**src/rtl/regfile_wb_arbiter.sv**
```systemverilog
// Write-back arbiter: pipeline port 0 and a FIFO-buffered multi-cycle port 1 share one
// register-file write port. Define WB_ARB_STARVE_EN to let a starved FIFO head force a win.
module regfile_wb_arbiter #(
  parameter int DEPTH        = 2,
  parameter int STARVE_LIMIT = 4
) (
  input  logic        clk,
  input  logic        rst,
  input  logic        p0_valid,
  input  logic [4:0]  p0_addr,
  input  logic [31:0] p0_data,
  output logic        p0_ready,
  input  logic        p1_valid,
  input  logic [4:0]  p1_addr,
  input  logic [31:0] p1_data,
  output logic        p1_ready,
  output logic [4:0]  writereg,
  output logic [31:0] writedata,
  output logic        regwrite,
  output logic [31:0] busy_mask
);
  localparam int AW = $clog2(DEPTH);
  localparam int PW = AW + 1;

  // Handshakes: a transfer happens on a rising edge where valid && ready are both high.
  // p0_ready depends combinationally on p0_valid; p1_ready depends only on registered state.

  logic [PW-1:0] wr_ptr, rd_ptr, fill;
  logic [4:0]    fifo_addr [DEPTH];
  logic [31:0]   fifo_data [DEPTH];
  logic          empty, full, push, fifo_sel, starve;
  logic          out_valid;
  logic [4:0]    out_addr;
  logic [31:0]   out_data;
  logic [31:0]   pend;

  assign empty = (wr_ptr == rd_ptr);
  assign full  = (wr_ptr[AW-1:0] == rd_ptr[AW-1:0]) && (wr_ptr[AW] != rd_ptr[AW]);
  assign fill  = wr_ptr - rd_ptr;

`ifdef WB_ARB_STARVE_EN
  logic [7:0] starve_cnt;

  assign starve = (starve_cnt == 8'(STARVE_LIMIT));

  // Counts only cycles where the FIFO holds data and port 0 took the slot.
  always_ff @(posedge clk or posedge rst) begin
    if (rst)                    starve_cnt <= '0;
    else if (empty || fifo_sel) starve_cnt <= '0;
    else if (!starve)           starve_cnt <= starve_cnt + 8'd1;
  end
`else
  assign starve = 1'b0;
`endif

  assign fifo_sel = !empty && (!p0_valid || starve);
  assign push     = p1_valid && !full;
  assign p0_ready = !fifo_sel;
  assign p1_ready = !full;

  always_ff @(posedge clk or posedge rst) begin
    if (rst) begin
      wr_ptr <= '0;
      rd_ptr <= '0;
    end else begin
      if (push)     wr_ptr <= wr_ptr + PW'(1);
      if (fifo_sel) rd_ptr <= rd_ptr + PW'(1);
    end
  end

  // Entry payload needs no reset: validity is carried by the pointers.
  always_ff @(posedge clk) begin
    if (push) begin
      fifo_addr[wr_ptr[AW-1:0]] <= p1_addr;
      fifo_data[wr_ptr[AW-1:0]] <= p1_data;
    end
  end

  always_ff @(posedge clk or posedge rst) begin
    if (rst) begin
      out_valid <= 1'b0;
      out_addr  <= '0;
      out_data  <= '0;
    end else if (fifo_sel) begin
      out_valid <= 1'b1;
      out_addr  <= fifo_addr[rd_ptr[AW-1:0]];
      out_data  <= fifo_data[rd_ptr[AW-1:0]];
    end else if (p0_valid) begin
      out_valid <= 1'b1;
      out_addr  <= p0_addr;
      out_data  <= p0_data;
    end else begin
      out_valid <= 1'b0;
    end
  end

  assign writereg  = out_addr;
  assign writedata = out_data;
  assign regwrite  = out_valid && (out_addr != 5'd0);

  always_comb begin
    pend = '0;
    for (int k = 0; k < DEPTH; k++) begin
      if (PW'(k) < fill) pend[fifo_addr[rd_ptr[AW-1:0] + AW'(k)]] = 1'b1;
    end
    if (out_valid) pend[out_addr] = 1'b1;
    busy_mask = {pend[31:1], 1'b0};
  end

endmodule
```
**config.mk**
```make
export PLATFORM = sky130hd
export DESIGN_NAME = regfile_wb_arbiter
export DESIGN_NICKNAME = d
export VERILOG_FILES = /design/src/rtl/regfile_wb_arbiter.sv
export SDC_FILE = /design/constraint.sdc
export NUM_CORES = 1
export LEC_CHECK = 0
export ABC_AREA = 1
export BUFFER_PORTS_ARGS = -buffer_cell sky130_fd_sc_hd__buf_2
export CAP_MARGIN = 10
export CORE_UTILIZATION = 53
export CTS_CLUSTER_SIZE = 12
export DETAILED_ROUTE_END_ITERATION = 16
export PLACE_DENSITY = 0.89
export SYNTH_ARGS = -nofsm -noshare
export SYNTH_HDL_FRONTEND = slang
export SYNTH_SLANG_ARGS = --single-unit
```
**constraint.sdc**
```tcl
create_clock -name clk -period 4.16 [get_ports clk]
set_input_delay 1.248 -clock clk [delete_from_list [all_inputs] [get_ports clk]]
set_output_delay 1.248 -clock clk [all_outputs]
set_load 0.005 [all_outputs]
```
# == After elaboration in Yosys (flattened, before gate mapping) ==
# Memories as Yosys holds them, arrays and structs flattened.
# Cells that the tools add are included.
# totals
ff_bits,42
latch_bits,0
mem_bits_rw,74
rom_bits,0
output_inout_bits,72
elab_cells,54
memories,2
# mem_list
memory,words,word_bits,read_ports,rd_clocked_by_memory_dff,wr,line,rtl
fifo_data,2,32,1,0,1,30,logic [31:0] fifo_data [DEPTH];
fifo_addr,2,5,2,0,1,29,logic [4:0] fifo_addr [DEPTH];
# classes
n_addsub,4
mul,0
n_div,0
n_lt_le_gt_ge,8
n_eq_ne,3
shift,0
mux,17
n_bitwise,2
n_reduce_logical,13
# op_table
cell,n
2-to-1 mux 32 bit,5
bitwise OR 32 bit,2
"less-than comparator 5 x 6 -> 1 bit, second input constant",3
demux 1 bit (select 5 bit),3
"greater-or-equal comparator 5 x 1 -> 1 bit, second input constant",3
2-to-1 mux 5 bit,2
logical AND 1 bit,7
2-to-1 mux 1 bit,7
nonzero test 5 bit,1
"adder 2 x 1 -> 2 bit, second input constant",2
zero test 1 bit,4
"less-than comparator 1 x 2 -> 1 bit, first input constant",2
== test 2 bit,1
nonzero test 2 bit,1
subtractor 2 bit,1
"adder 1 bit, second input constant",1
== test 1 bit,1
inequality test 1 bit,1

# == Depth between registers and ports, before layout ==
# An unclocked memory read counts as a cell.
# logic_depth
word_depth,10
ltp_mapped,9
mapped_depth_nobuf,8

# == Worst setup path before layout ==
# Ideal clock, no wire load.
# synth_path
path_kind,input to register
start,input p1_valid
end,memory fifo_addr[1][0] (enable)
setup_ps,435
arrival_time_ps,2958
setup_slack_ps,767
stages,2
path_buffers,0
cell_sequence,nand2_1 -> nor2_1
# synth_via
elab_chain_cells,3
# synth_rtl
item,line,rtl
start: declaration,13,"input logic p1_valid,"
logical AND 1 bit,57,assign push = p1_valid && !full;
2-to-1 mux 1 bit,73,if (push) begin
2-to-1 mux 1 bit (implied by the code),74,fifo_addr[wr_ptr[AW-1:0]] <= p1_addr;
end: declaration,29,
# Every way passes these cells.

# == Worst setup path after layout ==
# layout_path
start,register wr_ptr[0]
end,output busy_mask[22]
# layout_via
elab_chain_cells,7
elab_cells_between_ends,8
classes_between,1 x add/sub; 2 x order compare; 3 x mux; 2 x bitwise
# layout_rtl
item,line,rtl
start: declaration,28,"logic [PW-1:0] wr_ptr, rd_ptr, fill;"
start signal: assignment,66,if (push) wr_ptr <= wr_ptr + PW'(1);
subtractor 2 bit (*),39,assign fill = wr_ptr - rd_ptr;
less-than comparator 1 x 2 -> 1 bit,104,if (PW'(k) < fill) pend[fifo_addr[rd_ptr[AW-1:0] + AW'(k)]] = 1'b1;
2-to-1 mux 32 bit,104,
bitwise OR 32 bit (no line),-,
2-to-1 mux 32 bit (*),104,
bitwise OR 32 bit (no line),-,
2-to-1 mux 32 bit (*),106,if (out_valid) pend[out_addr] = 1'b1;
end: declaration,20,output logic [31:0] busy_mask
# Mark *: on every way between the ends. The rest lies on a longest branch, timed or not.

==> key figures <==
Run status
  – Status: complete, no violations

Die
  – Io pins: 150
  – Core area: 10400 um2
  – Die H: 106 um
  – Die area: 11200 um2
  – Std cell rows: 37
  – Starting density of the core: 55.0%
  – Die width: 106 um

Power and ir drop
  – Maximum VDD drop: 447 uV
  – Leakage: 3.38 nW
  – Pwr dens: 813 nW/um2

Detailed routing
  – # DRC: 0
  – Initial drt markers: 470
  – Drt total wl: 15700 um
  – Antenna viol nets, final: 0
  – Via density: 5.48
  – Vias: 5155
  – DR WL/cell: 16.7 um
  – First-pass iteration count of the detailed router: 6

Placed design
  – HPWL after DPL: 10400 um
  – Place WS: 0.685 ns
  – IO Port Bufs: 148
  – Routability congestion estimate: 1.01

Finish
  – Ratio of cells with drive above 1 in the final layout: 28.9%
  – Fin nets: 871
  – # fillers: 773
  – Final core utilization: 68.7%
  – Synthesis-to-finish area growth: 25.0%
  – # diodes: 0

Synth
  – Warnings from Yosys: 0
  – Post-Syn Area: 5700 um2
  – Mux share of post-synthesis cell area: 0%
  – Post-synthesis compound-gate area fraction: 3.12%
  – Leading area contributor after synthesis: edfxtp_1
  – Post-Syn Area per Cell: 8.84 um2
  – Sequential share of the synthesized area: 57.4%
  – Post-synth ARST share: 36.2%
  – Net Count, Synth: 724
  – Synth unique cells: 27
  – Flops & latches, synth: 116
  – Synthesized instance count: 645
  – Largest family of logic cells by synthesized area: simple AND/OR/NAND/NOR gates
  – Area share of the largest cell type after synthesis: 39.0%
  – Top post-synthesis cells by area: edfxtp_1 39%, dfrtp_1 18%, nand2_1 18%, nand3_1 9.1%, nor2_1 1.7%
  – Adder-cell area share of the yosys netlist: 0.219%
  – Number of synthesized flops with an enable pin: 74
  – Simple-Gate Fraction of Synth Area: 33.7%
  – Primary FF master, synth: edfxtp_1
  – Synth Area in XOR/XNOR: 0.307%

Hold path
  – Hold Crit Class: register to register

CTS
  – Reg clk slew, reported paths: 0.06 ns
  – TritonCTS Buffers: 17
  – Clock Latency Late Sink: 0.52 ns
  – Htree depth: 4
  – CTS root buf: clkbuf_8
  – Clock sink count: 116
  – CTS max path bufs: 2
  – CTS tree: built

Critical path
  – Crit-path most repeated cell: nand3_1
  – Slowest stage delay, CP: 0.44 ns
  – Worst path slowest cell: nand2_1
  – Worst endpoint data arrival time: 2.66 ns
  – Worst R2R Setup Slack: 1.63 ns
  – Crit end category: output port
  – Critical path launch point type: register
  – CP Data Required Time: 2.91 ns
  – Crit-path max FO: 16
  – WS Path Type: register to output port
  – Crit-path cells: inv_1, ha_1, inv_1, nand3_1, nand2_4, nand2_1, buf_4, nand3_1, nand3_1, buf_2

STA
  – Slew Limit Fails: 0
  – Layout Skew: 0.00766 ns
  – Worst-margin pin slew: 1.15 ns
  – Final TNS setup: 0 ns
  – Max frequency: 256 MHz
  – Slew headroom: 23.2%
  – Hold Slack: 0.495 ns
  – Period utilization: 93.9%
  – Final hold vios: 0
  – Final setup fails: 0
  – Setup ws final: 0.256 ns
  – Tmin final: 3.90 ns
  – RSZ-0062 raised after global routing: no

Global routing
  – First-pass GRT wire length: 24700 um
  – Congestion Overflow GR: 0
  – Largest net degree at the start of global routing: 56
  – GRT Util Overall: 29.2%
  – Initial antenna violation count: 0
  – Number of global-route vias before repair: 4996

Run
  – Max-Cap Viols: 0
where the power goes:
group / leakage, nW / switching, mW / total, mW / internal (mW)
logic: 1.89 / 1.65 / 2.36 / 0.710
clock network: 0.308 / 0.538 / 1.54 / 0.999
registers: 1.18 / 0.210 / 1.89 / 1.68
total: 3.38 / 2.40 / 5.79 / 3.39
stage by stage:
| step | area (um2) | total power, mW | cells |
|---|---|---|---|
| floorplan | 5700 | 3.46 | 645 |
| global placement | 6500 | 4.15 | 909 |
| detailed placement | 6500 | 4.20 | 909 |
| CTS | 7120 | 5.76 | 941 |
| global route | 7130 | 6.12 | 941 |
| finish | 7130 | 5.79 | 941 |
cells by family (layout without fill, tap and decap cells):
family | after synthesis | in the layout
buffers and inverters | 58 | 218
AND/OR/NAND/NOR | 446 | 446
AO/OA/AOI/OAI | 21 | 21
flip-flops | 116 | 116
other | 1 | 1
XOR/XNOR | 2 | 2
adder cells (fa/ha/maj) | 1 | 1
area by class of cell:
class	instances	area [um2]	area share, %
multi-input combinational	471	2150	30.1
clock inverter	13	195	2.74
sequential	116	3270	45.9
tap	136	170	2.39
inverter	33	126	1.77
timing repair buffer	153	782	11.0
clock buffer	19	432	6.06
cells in the final DEF, fill, tap and decap left out, types with 2 or more instances in the layout:
cell | synthesis | final
nand3_1 | 104 | 104
buf_4 | 6 | 4
clkinv_4 | 0 | 4
nor2_4 | 3 | 5
o21ai_4 | 3 | 3
edfxtp_1 | 74 | 74
o22ai_1 | 5 | 5
inv_6 | 0 | 4
clkbuf_16 | 0 | 16
nor3_1 | 12 | 12
inv_1 | 23 | 22
o211ai_1 | 7 | 7
nor2_1 | 26 | 24
nand2_1 | 276 | 276
bufinv_16 | 0 | 4
clkbuf_8 | 0 | 2
nand3_2 | 2 | 2
nand2_2 | 6 | 6
dfrtp_1 | 42 | 41
inv_2 | 9 | 10
nor2_2 | 15 | 15
o21ai_2 | 4 | 4
xor2_1 | 2 | 2
nand2_4 | 2 | 2
buf_2 | 11 | 148
layer usage:
| layer | track usage [%] | part of all wire [%] | up-vias |
|---|---|---|---|
| met2 | 47.5 | 49 | 286 |
| met4 | 17.7 | 4.4 | 0 |
| met1 | 36.5 | 40 | 2382 |
| met5 | 0 | 0 | - |
| met3 | 4.89 | 7.4 | 60 |
| li1 | - | - | 2427 |
worst paths after layout:
kind,from,to,depth (start not counted)
setup / recovery,wr_ptr[0],busy_mask[22],10
setup reg to reg,wr_ptr[0],fifo_data[0][26],5
min in group asynchronous,rst,writedata[14],2
max in group asynchronous,rst,rd_ptr[0],2
hold / removal,writedata[20],writedata[20],2
hold reg to reg,writedata[20],writedata[20],2
state kept, by name, summed over array words and instances, names as in the netlist:
signal	cells
writereg	5
fifo_data	64
out_valid	1
writedata	32
wr_ptr	2
fifo_addr	10
rd_ptr	2
cells in the mapped netlist (7+ instances only):
| cell | instances |
|---|---|
| nand2_1 | 276 |
| nand3_1 | 104 |
| edfxtp_1 | 74 |
| dfrtp_1 | 42 |
| nor2_1 | 26 |
| inv_1 | 23 |
| nor2_2 | 15 |
| nor3_1 | 12 |
| buf_2 | 11 |
| inv_2 | 9 |
| o211ai_1 | 7 |
critical path, delay by kind of cell, from the launching register on:
family | cells | cell delay [ns]
AND/OR/NAND/NOR | 5 | 0.88
buffers and inverters | 4 | 0.63
flip-flops | 1 | 0.41
adder cells (fa/ha/maj) | 1 | 0.22
timing repair:
item / in CTS / in global routing
setup buffers: 0 / 0
hold buffers: 0 / 0
setup endpoints to repair: 0 / 6
gates resized for setup: 0 / 1
No activity file was read; power rests on OpenSTA's default activity.
